$ cat src/rtl/seg7_pkg.sv
// seg7_pkg
// Shared definitions for the seg7_scan_drv display driver:
//   - active-low segment codes {g,f,e,d,c,b,a} for the decimal digits,
//     the dash shown for invalid BCD codes and the all-off pattern
//   - width helpers for the slot counter and the digit index
package seg7_pkg;

    localparam logic [6:0] SEG_0    = 7'h40;
    localparam logic [6:0] SEG_1    = 7'h79;
    localparam logic [6:0] SEG_2    = 7'h24;
    localparam logic [6:0] SEG_3    = 7'h30;
    localparam logic [6:0] SEG_4    = 7'h19;
    localparam logic [6:0] SEG_5    = 7'h12;
    localparam logic [6:0] SEG_6    = 7'h02;
    localparam logic [6:0] SEG_7    = 7'h78;
    localparam logic [6:0] SEG_8    = 7'h00;
    localparam logic [6:0] SEG_9    = 7'h10;
    localparam logic [6:0] SEG_DASH = 7'h3F;
    localparam logic [6:0] SEG_OFF  = 7'h7F;

    // Slot counter width; kept at least one bit so degenerate dividers still elaborate.
    function automatic int cnt_width(input int scan_div);
        return (scan_div > 1) ? $clog2(scan_div) : 1;
    endfunction

    // Digit index width; a single-digit display still gets a one-bit index.
    function automatic int idx_width(input int ndig);
        return (ndig > 1) ? $clog2(ndig) : 1;
    endfunction

endpackage

$ cat src/rtl/seg7_scan_drv_if.sv
// seg7_scan_drv_if
// Bundles the digit source side and the display side of the scan driver.
//   digits     : packed BCD digits, digits[3:0] is the rightmost digit
//   dp_in      : decimal point request per digit, 1 = lit
//   blank_lz   : 1 = blank leading zeros
//   seg        : {g,f,e,d,c,b,a}, active-low
//   dp         : decimal point segment, active-low
//   an         : anode enables, active-low
//   frame_tick : one-cycle pulse when the digit snapshot reloads
// master = the digit source / display consumer, slave = the scan driver.
interface seg7_scan_drv_if #(
    parameter int NDIG = 4
);

    logic [4*NDIG-1:0] digits;
    logic [NDIG-1:0]   dp_in;
    logic              blank_lz;
    logic [6:0]        seg;
    logic              dp;
    logic [NDIG-1:0]   an;
    logic              frame_tick;

    modport master (
        output digits, dp_in, blank_lz,
        input  seg, dp, an, frame_tick
    );

    modport slave (
        input  digits, dp_in, blank_lz,
        output seg, dp, an, frame_tick
    );

endinterface

$ cat src/rtl/seg7_dec.sv
// seg7_dec
// Purely combinational BCD to 7-segment decoder.
//   bcd   : 4-bit BCD value
//   seg_n : {g,f,e,d,c,b,a}, active-low; codes 10..15 show a dash
module seg7_dec
    import seg7_pkg::*;
(
    input  logic [3:0] bcd,
    output logic [6:0] seg_n
);

    // Anything outside 0..9 lights segment g only, so bad data is visible.
    always_comb begin
        seg_n = SEG_DASH;
        case (bcd)
            4'd0:    seg_n = SEG_0;
            4'd1:    seg_n = SEG_1;
            4'd2:    seg_n = SEG_2;
            4'd3:    seg_n = SEG_3;
            4'd4:    seg_n = SEG_4;
            4'd5:    seg_n = SEG_5;
            4'd6:    seg_n = SEG_6;
            4'd7:    seg_n = SEG_7;
            4'd8:    seg_n = SEG_8;
            4'd9:    seg_n = SEG_9;
            default: seg_n = SEG_DASH;
        endcase
    end

endmodule

$ cat src/rtl/seg7_scan_drv.sv
// seg7_scan_drv
// Time-multiplexed common-anode 7-segment driver. Each digit owns a slot of
// SCAN_DIV clocks; the first GUARD clocks of a slot keep every anode off to
// stop ghosting. The digit bus is snapshotted once per frame (on the last
// cycle of the last slot) so a changing counter never tears the display.
//   clk   : system clock, rising edge
//   rst_n : asynchronous reset, active-low
//   bus   : seg7_scan_drv_if slave modport (digits/dp_in/blank_lz in,
//           seg/dp/an/frame_tick out, all outputs registered)
module seg7_scan_drv
    import seg7_pkg::*;
#(
    parameter int NDIG     = 4,
    parameter int SCAN_DIV = 50000,
    parameter int GUARD    = 16
) (
    input  logic            clk,
    input  logic            rst_n,
    seg7_scan_drv_if.slave  bus
);

    localparam int CW = cnt_width(SCAN_DIV);
    localparam int IW = idx_width(NDIG);

    localparam logic [CW-1:0] CNT_LAST = CW'(SCAN_DIV - 1);
    localparam logic [CW-1:0] GUARD_C  = CW'(GUARD);
    localparam logic [IW-1:0] IDX_LAST = IW'(NDIG - 1);

    logic [CW-1:0]     cnt_q, cnt_d;
    logic [IW-1:0]     idx_q, idx_d;
    logic [4*NDIG-1:0] snap_dig_q, snap_dig_d;
    logic [NDIG-1:0]   snap_dp_q, snap_dp_d;
    logic [6:0]        seg_q, seg_d;
    logic              dp_q, dp_d;
    logic [NDIG-1:0]   an_q, an_d;
    logic              frame_tick_q, frame_tick_d;

    logic              slot_end;
    logic              frame_end;
    logic [3:0]        cur_dig;
    logic [6:0]        dec_seg;
    logic [NDIG-1:0]   lz_mask;
    logic              run_zero;

    seg7_dec u_dec (
        .bcd   (cur_dig),
        .seg_n (dec_seg)
    );

    // Prescaler, digit index and the once-per-frame snapshot. With NDIG=1
    // IDX_LAST is 0, so idx stays 0 and every slot end is also a frame end.
    always_comb begin
        slot_end     = (cnt_q == CNT_LAST);
        frame_end    = slot_end && (idx_q == IDX_LAST);
        cnt_d        = slot_end ? '0 : cnt_q + CW'(1);
        idx_d        = idx_q;
        if (slot_end) begin
            idx_d = (idx_q == IDX_LAST) ? '0 : idx_q + IW'(1);
        end
        snap_dig_d   = frame_end ? bus.digits : snap_dig_q;
        snap_dp_d    = frame_end ? bus.dp_in  : snap_dp_q;
        frame_tick_d = frame_end;
    end

    // Leading-zero mask: walk from the most significant digit down and keep
    // marking digits while everything at and above them is zero. Digit 0 is
    // never marked, and invalid codes are non-zero so they stop the run.
    always_comb begin
        lz_mask  = '0;
        run_zero = 1'b1;
        for (int i = NDIG - 1; i >= 0; i--) begin
            run_zero   = run_zero & (snap_dig_q[4*i +: 4] == 4'd0);
            lz_mask[i] = run_zero & (i != 0);
        end
    end

    // Output pattern for the current (idx, cnt). blank_lz is used live here,
    // and a blanked digit still gets its anode so the duty cycle is uniform.
    always_comb begin
        cur_dig = snap_dig_q[4*idx_q +: 4];
        an_d    = '1;
        seg_d   = SEG_OFF;
        dp_d    = 1'b1;
        if (cnt_q >= GUARD_C) begin
            an_d[idx_q] = 1'b0;
            seg_d       = (bus.blank_lz && lz_mask[idx_q]) ? SEG_OFF : dec_seg;
            dp_d        = ~snap_dp_q[idx_q];
        end
    end

    // All state and the registered outputs share one asynchronous reset.
    always_ff @(posedge clk or negedge rst_n) begin
        if (!rst_n) begin
            cnt_q        <= '0;
            idx_q        <= '0;
            snap_dig_q   <= '0;
            snap_dp_q    <= '0;
            seg_q        <= SEG_OFF;
            dp_q         <= 1'b1;
            an_q         <= '1;
            frame_tick_q <= 1'b0;
        end else begin
            cnt_q        <= cnt_d;
            idx_q        <= idx_d;
            snap_dig_q   <= snap_dig_d;
            snap_dp_q    <= snap_dp_d;
            seg_q        <= seg_d;
            dp_q         <= dp_d;
            an_q         <= an_d;
            frame_tick_q <= frame_tick_d;
        end
    end

    assign bus.seg        = seg_q;
    assign bus.dp         = dp_q;
    assign bus.an         = an_q;
    assign bus.frame_tick = frame_tick_q;

endmodule

$ cat src/flat_wrapper.sv
// flat-port wrapper written by rule: the top's interface ports become plain ports
module seg7_scan_drv_flat import seg7_pkg::*;
#(
    parameter int NDIG     = 4,
    parameter int SCAN_DIV = 50000,
    parameter int GUARD    = 16
)
  (clk, rst_n, bus_digits, bus_dp_in, bus_blank_lz, bus_seg, bus_dp, bus_an, bus_frame_tick);
  seg7_scan_drv_if #(.NDIG(NDIG)) bus_i ();
  input  logic clk;
  input  logic rst_n;
  input wire logic [$bits(bus_i.digits)-1:0] bus_digits;
  input wire logic [$bits(bus_i.dp_in)-1:0] bus_dp_in;
  input wire logic [$bits(bus_i.blank_lz)-1:0] bus_blank_lz;
  output wire logic [$bits(bus_i.seg)-1:0] bus_seg;
  output wire logic [$bits(bus_i.dp)-1:0] bus_dp;
  output wire logic [$bits(bus_i.an)-1:0] bus_an;
  output wire logic [$bits(bus_i.frame_tick)-1:0] bus_frame_tick;
  assign bus_i.digits = bus_digits;
  assign bus_i.dp_in = bus_dp_in;
  assign bus_i.blank_lz = bus_blank_lz;
  assign bus_seg = bus_i.seg;
  assign bus_dp = bus_i.dp;
  assign bus_an = bus_i.an;
  assign bus_frame_tick = bus_i.frame_tick;
  seg7_scan_drv #(.NDIG(NDIG), .SCAN_DIV(SCAN_DIV), .GUARD(GUARD)) u_core (.clk(clk), .rst_n(rst_n), .bus(bus_i));
endmodule
$ cat config.mk
export PLATFORM = sky130hd
export DESIGN_NAME = seg7_scan_drv_flat
export DESIGN_NICKNAME = d
export VERILOG_FILES = /design/src/rtl/seg7_pkg.sv /design/src/rtl/seg7_scan_drv_if.sv /design/src/rtl/seg7_dec.sv /design/src/rtl/seg7_scan_drv.sv /design/src/flat_wrapper.sv
export SDC_FILE = /design/constraint.sdc
export NUM_CORES = 1
export LEC_CHECK = 0
export BUFFER_PORTS_ARGS = -buffer_cell sky130_fd_sc_hd__buf_2
export CAP_MARGIN = 10
export CORE_MARGIN = 4
export CORE_UTILIZATION = 55
export CTS_CLUSTER_SIZE = 16
export DETAILED_ROUTE_END_ITERATION = 10
export PLACE_DENSITY_LB_ADDON = 0.05
export SYNTH_ARGS = -nofsm -noshare
export SYNTH_HDL_FRONTEND = slang
export SYNTH_HIERARCHICAL = 1
export SYNTH_SLANG_ARGS = --single-unit
$ cat constraint.sdc
create_clock -name clk -period 5.1 [get_ports clk]
set_input_delay 0.51 -clock clk [delete_from_list [all_inputs] [get_ports clk]]
set_output_delay 0.51 -clock clk [all_outputs]
set_load 0.005 [all_outputs]
==> key figures, run 1 <==
Detailed routing
  – Vias per inst: between 5 and 6
  – Detailed-route via count: ~1600
  – 1st-pass router iterations: 4
  – Initial DRC Count: 63
  – Residual DRC: 0
  – Routed Antenna Nets: 0
  – WL/cell: ~15 um
  – Routed wire length: 4440 um

GRT
  – Initial antenna violation count: 0
  – Vias in the first global route: about 1700
  – Gr usage total: 0.164
  – First-pass GRT wire length: 7910 um
  – GRT Residual Overflow: 0
  – Largest net degree at the start of global routing: 52

Setup path
  – Slowest CP cell: dfrtp_1
  – CP startpoint kind: flop
  – CP Capture Type: flop
  – Largest stage delay, worst path: around 630 ps
  – Worst Path Max Fanout: 11
  – Critical path type: reg -> reg
  – Crit path DAT: about 2500 ps
  – Critical path data required time: approximately 5300 ps
  – CP Cell Sequence: mux4_2, ha_1, or2b_1, a21oi_1, nor2_1, or2_2

Floorplanning
  – Die ar.: about 5800 sq um
  – Initial Util: 0.578
  – Die height: ~76 um
  – Rows: 24
  – Chip width: 76.1 um
  – Core ar.: roughly 4400 sq um
  – Ports: 36

Synth
  – Ys Warns: 6
  – Synthesized area: 2550 sq um
  – Syn_nets: 239
  – Dominant synthesized flop cell: dfrtp_1
  – Mapped Cells: 205
  – Synth cell types: 35
  – Seq cells post-synth: ~50
  – Mean Syn Cell Area: between 10 and 15 sq um
  – EDFF count, synth: 0
  – FFs w/ async S/R, synth: 1.00
  – Post-synthesis sequential area ratio: 0.506

Timing
  – RSZ-0062 raised after global routing: no
  – Worst-margin pin slew: approximately 690 ps
  – Period utilization: 0.449
  – Worst Skew: roughly 10 ps
  – Slew Limit Fails: 0
  – Setup TNS: 0 ps
  – Relative slew slack: 0.534
  – Final min period: 2290 ps
  – Final hold viol count: 0
  – Finish-stage setup viols: 0
  – FMAX: between 400 and 500 MHz

Clock network
  – Worst-skew pair later-pin latency: ~300 ps
  – Worst-path clk slew: 100 ps
  – Clock Tree Root: clkbuf_8
  – Clk buf depth: 2
  – Htree depth: 2
  – # clock sinks: a little over 50
  – # resized after CTS: 0
  – CTS Buf Count: 5
  – Postcts setup bufs: 0
  – Post-CTS Hold Buffers: 0
  – CTS tree: done

Cells and area
  – Util after Layout: 0.649
  – Filler cell count: 360
  – Diode count: 0
  – Syn-to-layout area delta: 12.3%
  – Commonest non-fill, non-tap cell in the layout: dfrtp_1
  – Layout net count: roughly 280
  – Fraction of layout cells with a size suffix above 1: 0.391
  – Commonest cells after routing, fill and taps aside: dfrtp_1, buf_2, nand2_1

Power
  – Pleak: approximately 1.4 nW
  – Pwr Density: 254 nW/um^2
  – VDD IR max: roughly 0.18 mV

Hold path
  – HP Class: in -> async

Job
  – Max-cap violations: 0

Place
  – Port Buf Inserts: 35
  – Gpl congestion: between 0.8 and 0.9
  – Post-DP HPWL: 3390 um

Run status
  – Status: finished clean
cell type report:
type | count | area [sq um] | share of cell area
Clock buffer | 6 | 82.6 | 0.0288
Clock inverter | 2 | 16.3 | 0.00568
Inverter | 9 | 33.8 | 0.0118
Multi-Input combinational cell | 139 | 1180 | 0.412
Sequential cell | 51 | 1290 | 0.451
Tap cell | 52 | 65.1 | 0.0227
Timing Repair Buffer | 36 | 195 | 0.0682
per-stage QoR:
stage	hold slack [ps]	cells	power, mW	worst slack [ps]	instance area, sq um
after global placement	491	286	0.489	2880	2740
after CTS	418	294	0.739	2810	2840
final	120	295	0.728	2810	2860
after global routing	137	295	0.763	2650	2860
after floorplan	214	205	0.465	2830	2550
after detailed placement	495	286	0.492	2830	2740
power breakdown:
part / internal (mW) / switching [mW] / total [mW]
combinational: 0.0317 / 0.0250 / 0.0567
sequential: 0.421 / 0.00765 / 0.428
clock: 0.111 / 0.132 / 0.243
synth_stat cells (all sizes together), types with 5 or more instances:
master | number | share of area
nor4 | 6 | 0.023
inv | 9 | 0.013
and4 | 6 | 0.021
or2 | 9 | 0.024
dfstp | 12 | 0.12
a21oi | 6 | 0.013
mux4 | 5 | 0.044
xor2 | 8 | 0.027
mux2 | 21 | 0.12
dfrtp | 39 | 0.38
nand4 | 5 | 0.015
nand2 | 21 | 0.031
ha | 11 | 0.054
nor2 | 14 | 0.021
worst paths after layout:
kind                                   endpoint             from  slack, ps  depth (start not counted)
max reg2reg                   u_core/bus.seg[5]  u_core/idx_q[0]       2810                          6
min                            u_core/cnt_q[13]            rst_n        120                          1
min reg2reg                     u_core/cnt_q[0]  u_core/cnt_q[0]        510                          1
max in group asynchronous      u_core/bus.an[0]            rst_n       4410                          2
min in group clk           u_core/snap_dig_q[0]    bus_digits[0]        430                          2
max                           u_core/bus.seg[5]  u_core/idx_q[0]       2810                          6
cells by family (layout without fill, tap and decap cells):
group,Yosys count,after routing,synth area share
multiplexers,27,27,0.169
XOR/XNOR,12,12,0.0412
AND/OR/NAND/NOR,76,76,0.168
adder cells (fa/ha/maj),11,11,0.0540
AO/OA/AOI/OAI,13,13,0.0299
flip-flops,51,51,0.506
buffers and inverters,15,53,0.0314
metal layers:
layer	wire [um]	track usage	vias to the layer above
met5	0	0	-
met4	60	0.0507	0
met3	153	0.0378	6
met2	2240	0.279	26
met1	1980	0.207	794
li1	-	-	777
sequential cells by signal, summed over array words and instances, names as in the netlist:
register and flops:
u_core/idx_q 2, u_core/snap_dp_q 4, u_core/bus.an 4, u_core/cnt_q 16
u_core/bus.dp 1, u_core/bus.frame_tick 1, u_core/snap_dig_q 16, u_core/bus.seg 7
worst max-delay path: cells and delay by family, from the launching register on:
family	cells	cell delay, ps
flip-flops	1	630
multiplexers	1	630
AND/OR/NAND/NOR	3	560
adder cells (fa/ha/maj)	1	230
AO/OA/AOI/OAI	1	170
No activity file was read; power rests on OpenSTA's default activity.
==> run 2: changes to the inputs <==
==> constraint.sdc (replaced) <==
create_clock -name clk -period 2.3 [get_ports clk]
set_input_delay 0.23 -clock clk [delete_from_list [all_inputs] [get_ports clk]]
set_output_delay 0.23 -clock clk [all_outputs]
set_load 0.005 [all_outputs]
==> run 2 against run 1 <==
Die area is the same. Register-to-register slack worse by 2600 ps. Total power increased by 120%. Core utilization rose by 0.62 points. Worst setup slack worse by 2600 ps. Flip-flop and latch count unchanged. Wire length fell by 0.34%. Clock-buffer cell count unchanged. Design area increased by 0.96%. Clock power up 120%. Largest power group unchanged.
==> key figures, run 2 (synthesized netlist as in run 1, its figures left out) <==
Clock network
  – # clock sinks: 51 (unchanged)
  – Worst-skew pair later-pin latency: 300 ps (about the same)
  – CTS Buf Count: 5 (unchanged)
  – Clock Tree Root: clkbuf_8 (unchanged)
  – Htree depth: 2 (unchanged)
  – CTS tree: done (unchanged)
  – Clk buf depth: 2 (unchanged)
  – Worst-path clk slew: 90 ps (was 100 ps)

Floorplanning
  – Die height: 76.1 um (unchanged)
  – Chip width: 76.1 um (unchanged)
  – Rows: 24 (unchanged)
  – Core ar.: 4410 sq um (unchanged)
  – Initial Util: 0.578 (unchanged)
  – Die ar.: 5790 sq um (unchanged)
  – Ports: 36 (unchanged)

Run status
  – Status: finished clean (unchanged)

Timing
  – Finish-stage setup viols: 0 (unchanged)
  – Final hold viol count: 0 (unchanged)
  – Slew Limit Fails: 0 (unchanged)
  – Final min period: 2140 ps (was 2290 ps)
  – FMAX: 468 MHz (was 437 MHz)
  – Relative slew slack: 0.557 (was 0.534)
  – Worst-margin pin slew: 659 ps (was 693 ps)
  – Period utilization: 0.930 (was 0.449)
  – Worst Skew: 7.64 ps (was 9.79 ps)
  – Setup WS post-layout: 161 ps (was 2810 ps)
  – RSZ-0062 raised after global routing: no (unchanged)
  – Setup TNS: 0 ps (unchanged)

Setup path
  – Worst Path Max Fanout: 5 (was 11)
  – Largest stage delay, worst path: 590 ps (was 630 ps)
  – CP Cell Sequence: mux4_2, ha_1, or2b_1, a21oi_1, nor2_1, or2_2 (unchanged)
  – Crit path buf inv count: 0 (unchanged)
  – CP startpoint kind: flop (unchanged)
  – Crit path DAT: 2370 ps (was 2530 ps)
  – Slowest CP cell: mux4_2 (was dfrtp_1)
  – Critical path type: reg -> reg (unchanged)
  – CP Capture Type: flop (unchanged)
  – Delay-heaviest family, CP: multiplexers (was flip-flops)
  – Critical path data required time: 2530 ps (was 5340 ps)

Detailed routing
  – Residual DRC: 0 (unchanged)
  – Initial DRC Count: 70 (was 63)
  – WL/cell: 14.7 um (was 15.0 um)
  – Vias per inst: 5.30 (was 5.43)
  – Routed Antenna Nets: 0 (unchanged)
  – Detailed-route via count: 1589 (was 1603)
  – 1st-pass router iterations: 4 (unchanged)
  – Routed wire length: 4420 um (was 4440 um)

GRT
  – Initial antenna violation count: 0 (unchanged)
  – First-pass GRT wire length: 7830 um (was 7910 um)
  – Vias in the first global route: 1657 (was 1690)
  – Gr usage total: 0.164 (about the same)
  – Largest net degree at the start of global routing: 38 (was 52)
  – GRT Residual Overflow: 0 (unchanged)

Power
  – Pleak: 1.39 nW (was 1.37 nW)
  – VDD IR max: 0.328 mV (was 0.175 mV)
  – Pwr Density: 556 nW/um^2 (was 254 nW/um^2)

Cells and area
  – Commonest non-fill, non-tap cell in the layout: dfrtp_1 (unchanged)
  – Diode count: 0 (unchanged)
  – Fraction of layout cells with a size suffix above 1: 0.399 (was 0.391)
  – Design area: 2890 sq um (was 2860 sq um)
  – Layout net count: 281 (was 276)
  – Commonest cells after routing, fill and taps aside: dfrtp_1, buf_2, nand2_1 (unchanged)
  – Syn-to-layout area delta: 13.3% (was 12.3%)

Job
  – Max-cap violations: 0 (unchanged)

Place
  – Gpl congestion: 0.836 (was 0.853)
  – DP Area: 2780 sq um (was 2740 sq um)
  – Post-DP HPWL: 3410 um (was 3390 um)
  – Port Buf Inserts: 35 (unchanged)
  – Place WS: 187 ps (was 2830 ps)

Hold path
  – HP Class: in -> reg (was in -> async)
[run 2: timing repair]
item | CTS | global route
setup buffers | 0 | 0
setup endpoints to repair | 0 | 0
gates resized for setup | 0 | 0
hold endpoints to repair | 7 | 0
hold buffers | 1 | 0
[run 2: per-layer routing]
layer  global-route usage  wire length [um]
met5                    0                 0
met4               0.0437                33
met3               0.0426               201
met1                0.211              2000
met2                0.275              2190
[run 2: worst register-to-register path, delay by kind of cell (launching register included)]
family / cells / cell delay (ps)
AOI/OAI and AO/OA: 1 / 150
muxes: 1 / 590
adders and majority gates: 1 / 250
and+or+nand+nor: 3 / 570
DFF: 1 / 500
[run 2: path summary, 6_finish.rpt]
| path | from | endpoint | slack (ps) | cells past startpoint |
|---|---|---|---|---|
| max in group asynchronous | rst_n | u_core/bus.an[1] | 1200 | 3 |
| hold / removal | bus_digits[13] | u_core/snap_dig_q[13] | 160 | 2 |
| min in group asynchronous | rst_n | u_core/cnt_q[7] | 340 | 2 |
| setup / recovery | u_core/idx_q[0] | u_core/bus.seg[5] | 160 | 6 |
| hold reg to reg | u_core/cnt_q[0] | u_core/cnt_q[0] | 510 | 1 |
| setup reg to reg | u_core/idx_q[0] | u_core/bus.seg[5] | 160 | 6 |
[run 2: stage by stage]
step	hold WS [ps]	std cells	total power, mW	utilization
after floorplan	-65.6	205	1.03	-
after global placement	132	291	1.08	0.630
after detailed placement	137	291	1.09	0.630
after CTS	146	300	1.63	0.655
after global routing	141	300	1.69	0.655
final	156	300	1.61	0.655
[run 2: area by class of cell]
| type | count | area, sq um |
|---|---|---|
| Inverter | 9 | 33.8 |
| Clock inverter | 2 | 16.3 |
| Multi-Input combinational cell | 139 | 1180 |
| Timing Repair Buffer | 41 | 223 |
| Clock buffer | 6 | 82.6 |
| Sequential cell | 51 | 1290 |
| Fill cell | 348 | 1520 |
| Tap cell | 52 | 65.1 |
[run 2: where the power goes]
part           internal [mW]  switching [mW]
combinational         0.0689          0.0547
clock                  0.246           0.288
sequential             0.933          0.0169
total                   1.25           0.360
==> run 3: changes to the inputs <==
--- a/config.mk
+++ b/config.mk
@@ -7,6 +7,7 @@
 export LEC_CHECK = 0
 export BUFFER_PORTS_ARGS = -buffer_cell sky130_fd_sc_hd__buf_2
 export CAP_MARGIN = 10
+export CORE_ASPECT_RATIO = 0.9
 export CORE_MARGIN = 4
 export CORE_UTILIZATION = 55
 export CTS_CLUSTER_SIZE = 16
==> run 3 against run 2 <==
Worst hold slack worse by 5.6 ps. Via count up 2.4%. Register-to-register slack better by 60 ps. Largest power group unchanged. Clock power down 2%. Non-clock buffer count up 1. Clock skew down 0.98 ps. Design area up 0.43%. Sequential share of layout area down 0.19 points. Highest routed layer unchanged. Die area about the same. Wire length up 3.2%. Critical endpoint unchanged.
==> key figures, run 3 (synthesized netlist as in run 1, its figures left out) <==
GRT
  – First-pass GRT wire length: 7890 um (was 7830 um)
  – Largest net degree at the start of global routing: 27 (was 38)
  – Initial antenna violation count: 0 (unchanged)
  – GRT Residual Overflow: 0 (unchanged)
  – Gr usage total: 0.178 (was 0.164)
  – Vias in the first global route: 1646 (was 1657)

Detailed routing
  – WL/cell: 14.7 um (about the same)
  – Detailed-route via count: 1627 (was 1589)
  – Routed wire length: 4560 um (was 4420 um)
  – Residual DRC: 0 (unchanged)
  – Routed Antenna Nets: 0 (unchanged)
  – 1st-pass router iterations: 4 (unchanged)
  – Initial DRC Count: 60 (was 70)
  – Vias per inst: 5.23 (was 5.30)

Clock network
  – Htree depth: 2 (unchanged)
  – Clk buf depth: 2 (unchanged)
  – CTS Buf Count: 5 (unchanged)
  – Worst-path clk slew: 90 ps (about the same)
  – Clock Tree Root: clkbuf_8 (unchanged)
  – CTS tree: done (unchanged)
  – Worst-skew pair later-pin latency: 300 ps (about the same)
  – # resized after CTS: 0 (unchanged)
  – # clock sinks: 51 (unchanged)

Setup path
  – Worst Path Max Fanout: 5 (unchanged)
  – Slowest CP cell: mux4_2 (unchanged)
  – Critical path data required time: 2540 ps (was 2530 ps)
  – Critical path type: reg -> reg (unchanged)
  – Largest stage delay, worst path: 590 ps (about the same)
  – CP Capture Type: flop (unchanged)
  – CP startpoint kind: flop (unchanged)
  – CP Cell Sequence: mux4_2, ha_1, or2b_1, a21oi_1, nor2_1, or2_2 (unchanged)
  – Crit path DAT: 2320 ps (was 2370 ps)

Timing
  – Relative slew slack: 0.521 (was 0.557)
  – Worst-margin pin slew: 712 ps (was 659 ps)
  – Finish-stage setup viols: 0 (unchanged)
  – Slew Limit Fails: 0 (unchanged)
  – Period utilization: 0.906 (was 0.930)
  – Final min period: 2080 ps (was 2140 ps)
  – Worst hold margin: 151 ps (was 156 ps)
  – Setup TNS: 0 ps (unchanged)
  – Setup WS post-layout: 217 ps (was 161 ps)
  – Final hold viol count: 0 (unchanged)
  – RSZ-0062 raised after global routing: no (unchanged)
  – Worst Skew: 6.67 ps (was 7.64 ps)
  – FMAX: 480 MHz (was 468 MHz)

Cells and area
  – Layout net count: 282 (was 281)
  – Syn-to-layout area delta: 13.8% (was 13.3%)
  – Commonest non-fill, non-tap cell in the layout: dfrtp_1 (unchanged)
  – Diode count: 0 (unchanged)
  – Fraction of layout cells with a size suffix above 1: 0.398 (was 0.399)
  – Commonest cells after routing, fill and taps aside: dfrtp_1, buf_2, nand2_1 (unchanged)
  – Util after Layout: 0.651 (was 0.655)

Hold path
  – HP Class: in -> reg (unchanged)

Floorplanning
  – Core ar.: 4460 sq um (was 4410 sq um)
  – Chip width: 79.8 um (was 76.1 um)
  – Die ar.: 5790 sq um (about the same)
  – Die height: 72.6 um (was 76.1 um)
  – Rows: 23 (was 24)
  – Ports: 36 (unchanged)
  – Initial Util: 0.572 (was 0.578)

Place
  – Gpl congestion: 0.870 (was 0.836)
  – Port Buf Inserts: 35 (unchanged)
  – Post-DP HPWL: 3510 um (was 3410 um)
  – Place WS: 211 ps (was 187 ps)

Run status
  – Status: finished clean (unchanged)

Power
  – VDD IR max: 0.440 mV (was 0.328 mV)
  – Pleak: 1.40 nW (was 1.39 nW)
  – Pwr Density: 549 nW/um^2 (was 556 nW/um^2)

Job
  – Max-cap violations: 0 (unchanged)
[run 3: cell types whose count changed in the layout (fill, tap and decap cells not counted), sizes merged]
| cell | previous run | this run |
|---|---|---|
| clkinvlp | 1 | 0 |
| buf | 40 | 41 |
| clkbuf | 6 | 7 |
[run 3: worst paths after layout]
path / startpoint / to / slack (ps) / cells after the start
min: bus_digits[7] / u_core/snap_dig_q[7] / 150 / 2
min in group asynchronous: rst_n / u_core/snap_dig_q[2] / 450 / 3
max reg2reg: u_core/idx_q[0] / u_core/bus.seg[5] / 220 / 6
min reg2reg: u_core/cnt_q[0] / u_core/cnt_q[0] / 520 / 1
max in group asynchronous: rst_n / u_core/bus.dp / 1540 / 3
max: u_core/idx_q[0] / u_core/bus.seg[5] / 220 / 6
[run 3: where the power goes]
part	total [mW]	internal, mW	switching [mW]
logic	0.123	0.0701	0.0534
registers	0.950	0.933	0.0172
clock network	0.521	0.243	0.278
total	1.59	1.25	0.348
[run 3: timing repair]
item | 4_1_cts | 5_1_grt
hold endpoints to repair | 39 | 0
hold buffers | 1 | 0
endpoints found under the setup margin | 0 | 0
setup buffers | 0 | 0
[run 3: worst max-delay path: cells and delay by family (launching register included)]
kind	cells	cell delay (ps)
flops	1	490
simple gates	3	550
compound gates	1	140
fa+ha+maj	1	240
mux	1	590
[run 3: through the flow]
stage	instance area (sq um)	total power [mW]	instances
6_report	2900	1.59	311
2_1_floorplan	2550	1.03	205
3_5_place_dp	2800	1.09	302
4_1_cts	2900	1.62	311
3_3_place_gp	2800	1.09	302
5_1_grt	2900	1.67	311
[run 3: layout make-up]
class	instances	area, sq um
Fill cell	342	1560
Sequential cell	51	1290
Multi-Input combinational cell	139	1180
Timing Repair Buffer	42	230
Clock buffer	7	86.3
Tap cell	62	77.6
Inverter	9	33.8
Clock inverter	1	5.00
[run 3: routing by layer]
layer,GRT usage,share of wire,vias to the layer above
li1,-,-,791
met1,0.252,0.50,780
met3,0.0395,0.050,8
met5,0,0,-
met2,0.274,0.44,48
met4,0.0563,0.013,0
